### src/rtl/gate_nor_arbiter_if.sv
// Request/grant and result handshake bundle for the shared NOR arbiter.
// The master side is the client group and the result consumer; the slave side is the arbiter.
interface gate_nor_arbiter_if #(
  parameter int N = 4,
  parameter int R = 4
);
  localparam int IDW = (R > 2) ? $clog2(R) : 1;

  logic [R-1:0]   req;
  logic [R*N-1:0] a_in;
  logic [R*N-1:0] b_in;
  logic [R-1:0]   gnt;
  logic [N-1:0]   f_out;
  logic [IDW-1:0] f_id;
  logic           f_valid;
  logic           f_ready;
  logic           busy;

  modport master (
    output req, a_in, b_in, f_ready,
    input  gnt, f_out, f_id, f_valid, busy
  );

  modport slave (
    input  req, a_in, b_in, f_ready,
    output gnt, f_out, f_id, f_valid, busy
  );
endinterface

### src/rtl/gate_nor_arbiter.sv
// Round-robin arbiter in front of one registered N-bit NOR unit shared by R requesters.
// state | meaning
// IDLE  | waiting for any req; captures the round-robin winner's operands
// CALC  | one cycle: computes ~(A|B) into the result register
// HOLD  | result valid, held until the consumer raises f_ready
module gate_nor_arbiter #(
  parameter int N = 4,
  parameter int R = 4
) (
  input  logic                clk,
  input  logic                rst,
  gate_nor_arbiter_if.slave   bus
);
  localparam int IDW = (R > 2) ? $clog2(R) : 1;

  localparam logic [1:0] IDLE = 2'd0;
  localparam logic [1:0] CALC = 2'd1;
  localparam logic [1:0] HOLD = 2'd2;

  logic [1:0]     state_q, state_d;
  logic [IDW-1:0] ptr_q, ptr_d;
  logic [R-1:0]   gnt_q, gnt_d;
  logic [N-1:0]   op_a_q, op_a_d;
  logic [N-1:0]   op_b_q, op_b_d;
  logic [N-1:0]   f_out_q, f_out_d;
  logic [IDW-1:0] f_id_q, f_id_d;
  logic           f_valid_q, f_valid_d;

  logic           found;
  logic [IDW-1:0] win;
  logic [IDW:0]   cand;
  logic [IDW:0]   nxt;

  // Circular search starting at ptr; the extra bit keeps ptr+k from overflowing before the wrap.
  always_comb begin
    found = 1'b0;
    win   = '0;
    cand  = '0;
    for (int k = 0; k < R; k++) begin
      cand = {1'b0, ptr_q} + (IDW+1)'(k);
      if (cand >= (IDW+1)'(R)) cand = cand - (IDW+1)'(R);
      if (!found && bus.req[cand[IDW-1:0]]) begin
        found = 1'b1;
        win   = cand[IDW-1:0];
      end
    end
    nxt = {1'b0, win} + (IDW+1)'(1);
    if (nxt >= (IDW+1)'(R)) nxt = '0;
  end

  always_comb begin
    state_d   = state_q;
    ptr_d     = ptr_q;
    gnt_d     = '0;
    op_a_d    = op_a_q;
    op_b_d    = op_b_q;
    f_out_d   = f_out_q;
    f_id_d    = f_id_q;
    f_valid_d = f_valid_q;
    case (state_q)
      IDLE: begin
        if (found) begin
          op_a_d  = bus.a_in[win*N +: N];
          op_b_d  = bus.b_in[win*N +: N];
          gnt_d   = R'(1) << win;
          f_id_d  = win;
          ptr_d   = nxt[IDW-1:0];
          state_d = CALC;
        end
      end
      CALC: begin
        f_out_d   = ~(op_a_q | op_b_q);
        f_valid_d = 1'b1;
        state_d   = HOLD;
      end
      HOLD: begin
        if (bus.f_ready) begin
          f_valid_d = 1'b0;
          state_d   = IDLE;
        end
      end
      default: begin
        state_d   = IDLE;
        f_valid_d = 1'b0;
      end
    endcase
  end

  always_ff @(posedge clk) begin
    if (rst) begin
      state_q   <= IDLE;
      ptr_q     <= '0;
      gnt_q     <= '0;
      op_a_q    <= '0;
      op_b_q    <= '0;
      f_out_q   <= '0;
      f_id_q    <= '0;
      f_valid_q <= 1'b0;
    end else begin
      state_q   <= state_d;
      ptr_q     <= ptr_d;
      gnt_q     <= gnt_d;
      op_a_q    <= op_a_d;
      op_b_q    <= op_b_d;
      f_out_q   <= f_out_d;
      f_id_q    <= f_id_d;
      f_valid_q <= f_valid_d;
    end
  end

  assign bus.gnt     = gnt_q;
  assign bus.f_out   = f_out_q;
  assign bus.f_id    = f_id_q;
  assign bus.f_valid = f_valid_q;
  assign bus.busy    = (state_q != IDLE);
endmodule

### src/flat_wrapper.sv
// flat-port wrapper written by rule: the top's interface ports become plain ports
module gate_nor_arbiter_flat 
#(
  parameter int N = 4,
  parameter int R = 4
)
  (clk, rst, bus_req, bus_a_in, bus_b_in, bus_f_ready, bus_gnt, bus_f_out, bus_f_id, bus_f_valid, bus_busy);
  gate_nor_arbiter_if #(.N(N), .R(R)) bus_i ();
  input  logic clk;
  input  logic rst;
  input wire logic [$bits(bus_i.req)-1:0] bus_req;
  input wire logic [$bits(bus_i.a_in)-1:0] bus_a_in;
  input wire logic [$bits(bus_i.b_in)-1:0] bus_b_in;
  input wire logic [$bits(bus_i.f_ready)-1:0] bus_f_ready;
  output wire logic [$bits(bus_i.gnt)-1:0] bus_gnt;
  output wire logic [$bits(bus_i.f_out)-1:0] bus_f_out;
  output wire logic [$bits(bus_i.f_id)-1:0] bus_f_id;
  output wire logic [$bits(bus_i.f_valid)-1:0] bus_f_valid;
  output wire logic [$bits(bus_i.busy)-1:0] bus_busy;
  assign bus_i.req = bus_req;
  assign bus_i.a_in = bus_a_in;
  assign bus_i.b_in = bus_b_in;
  assign bus_i.f_ready = bus_f_ready;
  assign bus_gnt = bus_i.gnt;
  assign bus_f_out = bus_i.f_out;
  assign bus_f_id = bus_i.f_id;
  assign bus_f_valid = bus_i.f_valid;
  assign bus_busy = bus_i.busy;
  gate_nor_arbiter #(.N(N), .R(R)) u_core (.clk(clk), .rst(rst), .bus(bus_i));
endmodule
### config.mk
export PLATFORM = sky130hd
export DESIGN_NAME = gate_nor_arbiter_flat
export DESIGN_NICKNAME = d
export VERILOG_FILES = /design/src/rtl/gate_nor_arbiter_if.sv /design/src/rtl/gate_nor_arbiter.sv /design/src/flat_wrapper.sv
export SDC_FILE = /design/constraint.sdc
export NUM_CORES = 1
export LEC_CHECK = 0
export CAP_MARGIN = 20
export CORE_MARGIN = 2
export CORE_UTILIZATION = 39
export DETAILED_ROUTE_END_ITERATION = 6
export HOLD_SLACK_MARGIN = 0.03
export PLACE_DENSITY = 0.83
export SETUP_SLACK_MARGIN = 0.02
export SYNTH_ARGS = -nofsm -noshare
export SYNTH_HDL_FRONTEND = slang
export SYNTH_SLANG_ARGS = --single-unit
export TNS_END_PERCENT = 100
### constraint.sdc
create_clock -name clk -period 2.8 [get_ports clk]
set_clock_uncertainty 0.05 [all_clocks]
set_input_delay 0.56 -clock clk [delete_from_list [all_inputs] [get_ports clk]]
set_output_delay 0.56 -clock clk [all_outputs]
set_load 0.02 [all_outputs]
After elaboration in Yosys (flattened, before gate mapping):

Index checks and enable logic that the tools add are counted.
Widths: inputs -> output; s select.

* $add $sub $neg: 8
* $lt $le $gt $ge: 9
* equality and inequality tests: 4
* shifts and indexed selects: 3
* muxes and demuxes: 26
* bitwise gates (word level): 4
* reduce and logical (&&, ||, !) cells: 12

Operators by type and width (number)
* $shiftx 16x5->4: 2
* $mux 2: 11
* $ge 3x3->1 const B: 4
* $lt 2x3->1 const B: 4
* $mux 1: 9
* $bmux 1 s2: 4
* $sub 2x1->2 const B: 4
* $add 2x1->3 const B: 2
* $add 2x2->3 const B: 2
* $pmux 2 s3: 1
* $reduce_and 2->1: 3
* $not 4->4: 1
* $or 4x4->4: 1
* $shl 1x2->4 const A: 1
* $ge 2x3->1 const B: 1
* $logic_and 1x1->1: 3
* $logic_not 1->1: 3
* $pmux 1 s3: 1
* $reduce_or 3->1: 1
* $eq 2x1->1 const B: 1
* $eq 2x2->1 const B: 1
* $logic_not 2->1: 1
* $ne 2x1->1 const B: 1
* $ne 2x2->1 const B: 1
* other kinds (2): 3

* flip-flop bits (word level): 23
* output and inout port bits: 12

Logic depth before layout (Yosys ltp):

* depth after elaboration: 17
* gate-level depth with buffers: 6
* mapped depth without buffers: 5

Worst setup path before layout:

OpenSTA, ideal clock, no wires.

* path kind: input port to flip-flop
* start point: in bus_req[0]
* end point: reg u_core.op_a_q[3]
* arrival time: 1.512 ns
* path slack: 1.103 ns
* stages on the path: 6
* path buffers: 1
* cell sequence: nand2_1 and3_1 o32a_4 buf_6 mux2i_1 o221ai_1

* word-level cells in the longest chain between the ends: 13
* elaborated cells on any way between the ends: 24

RTL lines
* from (decl): RTL line flat_wrapper.sv:11 `input wire logic [$bits(bus_i.req)-1:0] bus_req;`
* $bmux 1 s2: RTL line gate_nor_arbiter.sv:42 `if (!found && bus.req[cand[IDW-1:0]]) begin`
* $mux 1 (not written as such): RTL line gate_nor_arbiter.sv:42
* $mux 1: RTL line gate_nor_arbiter.sv:42
* $logic_not 1->1: RTL line gate_nor_arbiter.sv:42
* $logic_and 1x1->1: RTL line gate_nor_arbiter.sv:42
* $mux 1: RTL line gate_nor_arbiter.sv:42
* $logic_not 1->1: RTL line gate_nor_arbiter.sv:42
* $logic_and 1x1->1: RTL line gate_nor_arbiter.sv:42
* $mux 1: RTL line gate_nor_arbiter.sv:42
* $logic_not 1->1: RTL line gate_nor_arbiter.sv:42
* $logic_and 1x1->1: RTL line gate_nor_arbiter.sv:42
* $mux 2 / $mux 1 (equally long branches): RTL line gate_nor_arbiter.sv:42
* $shiftx 16x5->4 / $reduce_and 2->1 (equally long branches)
* to (signal assigned): RTL line gate_nor_arbiter.sv:103 `op_a_q <= op_a_d;`
* to (decl): RTL line gate_nor_arbiter.sv:23 `logic [N-1:0] op_a_q, op_a_d;`

Parallel ways exist; a longest one is shown, timed or not. The select of a mux whose other input is x is not followed.
A chain may end at the register's enable or synchronous reset.

Worst setup path in the final report:

* start point: reg u_core.state_q[0]
* end point: out bus_busy

* word-level cells in the longest chain between the ends: 1

RTL lines
* from (decl): RTL line gate_nor_arbiter.sv:20 `logic [1:0] state_q, state_d;`
* from (signal assigned): RTL line gate_nor_arbiter.sv:100 `state_q <= state_d;`
* $reduce_bool 2->1: RTL line gate_nor_arbiter.sv:115 `assign bus.busy = (state_q != IDLE);`
* to (decl): RTL line flat_wrapper.sv:19 `output wire logic [$bits(bus_i.busy)-1:0] bus_busy;`

Every way passes these cells.

==> results.json <==
{
  "antenna_left": 0,
  "reg2reg_depth": 5,
  "ys_ff_latch": 23,
  "yosysWarningCount": 0,
  "grt_pass1_wl_mm": 4.95,
  "max_slew_margin_pct": 65.0,
  "vias_per_cell": 5.39,
  "layout-drive-gt1-share_pct": 6.13,
  "die-area_sq_um": 3150,
  "clkTransAtPathRegs_ns": 0.12,
  "dp_hpwl_mm": 2.27,
  "layout_min_cycle_time_ns": 2.18,
  "hold_ws_ns": 0.435,
  "io_pins": 51,
  "critPathRequiredTime_ns": 2.19,
  "first_pass_iters": 4,
  "seq_area_frac_synth_pct": 43.4,
  "postSynthAreaPerCell_sq_um": 9.46,
  "power_density_nw_per_um2": 573,
  "clock-root-buffer": "clkbuf_4",
  "drv_slew": 0,
  "synth_nets": 151,
  "critPathArrivalTime_ns": 1.57,
  "h-tree-depth": 1,
  "finalHoldViolations": 0,
  "synth_top_area_share_pct": 43.4,
  "io_buffers": 50,
  "finalSetupViolations": 0,
  "n_antenna_cell": 0,
  "r2r-end": "u_core.ptr_q[1]",
  "cts_resized": 0,
  "core_sq_um": 2520,
  "grt_start_max_net_pins": 23,
  "critPathMaxFanout": 4,
  "grt_overflow_total": 0,
  "syn-cell-area_sq_um": 1060,
  "cts_tree": "yes",
  "start_util_pct": 42.0,
  "die_y_um": 56.1,
  "crit_start": "u_core.state_q[0]",
  "critPathKind": "reg -> out",
  "tightest_slew_ns": 0.523,
  "grt_pass1_vias": 1072,
  "clk_latency_ns": 0.31,
  "power_leakage_nw": 0.625,
  "drc": 0,
  "yosysUniqueCellTypes": 22,
  "cts.sinks": 23,
  "timing.critical_path.to": "bus_busy",
  "dieWidth_um": 56.1,
  "ir_drop_v": 0.000354,
  "routed-via-count": 1040,
  "regToRegStartpoint": "u_core.ptr_q[1]",
  "totalWireLength_mm": 2.92,
  "outcome": "finished clean",
  "grt_antenna_before_repair": 0,
  "grt.total_usage_pct": 19.8,
  "drtIter0Drc": 31,
  "maxCapViolations": 0,
  "synth_area_leaders": "dfxtp_1, mux2i_1, o221ai_1, nor2_1, nand2_1",
  "endpoint_kind": "output pin",
  "synthCells": 112,
  "r2r_slack_ns": 1.06,
  "tns_ns": 0,
  "gp_congestion": 0.760,
  "period_share_pct": 77.8,
  "hold_class": "reg -> reg",
  "area_growth_pct": 51.1,
  "placementRows": 18,
  "yosysTopAreaCell": "dfxtp_1",
  "holdBufCountCts": 0,
  "numCtsBuffers": 3,
  "rsz0062_at_grt": "no",
  "post_cts_buffers": 0,
  "start_kind": "flip-flop",
  "fillers": 235,
  "avgRoutedWirePerCell_um": 15.1,
  "clk_path_buf_depth": 2,
  "fin_nets": 203,
  "max_freq_mhz": 459
}
## per-stage QoR
step                total power [W]  area, sq um  std cells  util, %  worst slack (ns)
floorplan                  0.000635         1060        112        -              1.10
global placement           0.000752         1580        189     62.5             0.427
detailed placement         0.000767         1580        189     62.5             0.370
CTS                        0.000923         1600        193     63.5             0.616
global route               0.000970         1600        193     63.5             0.527
finish                     0.000918         1600        193     63.5             0.622
## cell type report
type	instances	area (sq um)	area share (%)
clock buffers	4	26.3	1.64
inverters	1	3.75	0.234
multi-input cells	84	566	35.3
flip-flops and latches	23	460	28.7
well taps	30	37.5	2.34
repair buffers	51	508	31.7
## synth_stat cells (all sizes together)
master,number
or2,1
a211oi,2
clkbuf,2
nand2,13
nor2,16
a21oi,6
o21ai,1
nor3,6
mux2i,18
o211a,1
nor4,1
dfxtp,23
buf,2
nor2b,4
nand2b,1
inv,1
xnor2,1
o221ai,9
o32a,1
and3,3
## metal layers
metal	track usage, %	part of all wire, %
met5	0	0
met4	7.82	1.5
met2	33.8	48
met3	5.12	8.3
met1	23.6	42
## cell usage in the layout (no fill, tap or decap), types with 2 or more instances in the layout
| cell | n |
|---|---|
| a21oi_1 | 6 |
| nor2_1 | 15 |
| nand2_1 | 13 |
| nor3_1 | 5 |
| and3_1 | 3 |
| a211oi_1 | 2 |
| dfxtp_1 | 23 |
| mux2i_1 | 18 |
| o221ai_1 | 9 |
| clkbuf_4 | 3 |
| clkdlybuf4s50_1 | 50 |
| nor2b_1 | 4 |
## power breakdown
| group | internal [W] | switching [W] | total [W] |
|---|---|---|---|
| Combinational | 0.000177 | 0.000165 | 0.000342 |
| Clock | 0.0000558 | 0.000101 | 0.000157 |
| Sequential | 0.000384 | 0.0000356 | 0.000419 |
| Total | 0.000617 | 0.000302 | 0.000918 |
## registers in the layout, indices dropped and copies added (netlist names)
name / cells
u_core.op_a_q: 4
u_core.bus.f_valid: 1
u_core.ptr_q: 2
u_core.op_b_q: 4
u_core.state_q: 2
u_core.bus.f_out: 4
u_core.bus.f_id: 2
u_core.bus.gnt: 4
## worst min-delay path by stage
stage	from	endpoint	cells past startpoint
5_1_grt	u_core.op_b_q[3]	u_core.op_b_q[3]	2
6_report	u_core.op_b_q[3]	u_core.op_b_q[3]	2
3_3_place_gp	u_core.op_b_q[2]	u_core.op_b_q[2]	2
3_5_place_dp	u_core.op_a_q[0]	u_core.op_a_q[0]	2
2_1_floorplan	u_core.op_a_q[0]	u_core.op_a_q[0]	2
4_1_cts	u_core.op_a_q[0]	u_core.op_a_q[0]	2
## critical path, stage by stage, from the launching register on
cell	delay, ns
dfxtp_1	0.41
or2_1	0.20
clkdlybuf4s50_1	0.64
## logic make-up (layout without fill, tap and decap cells)
logic type	after synthesis	in the layout	share of synthesized area [%]
compound gates	20	20	15.2
xor+xnor	1	1	0.827
buf+inv	5	56	3.19
flops	23	23	43.4
mux	18	18	17.0
simple gates	45	45	20.3
(Power assumes the default switching activity.)
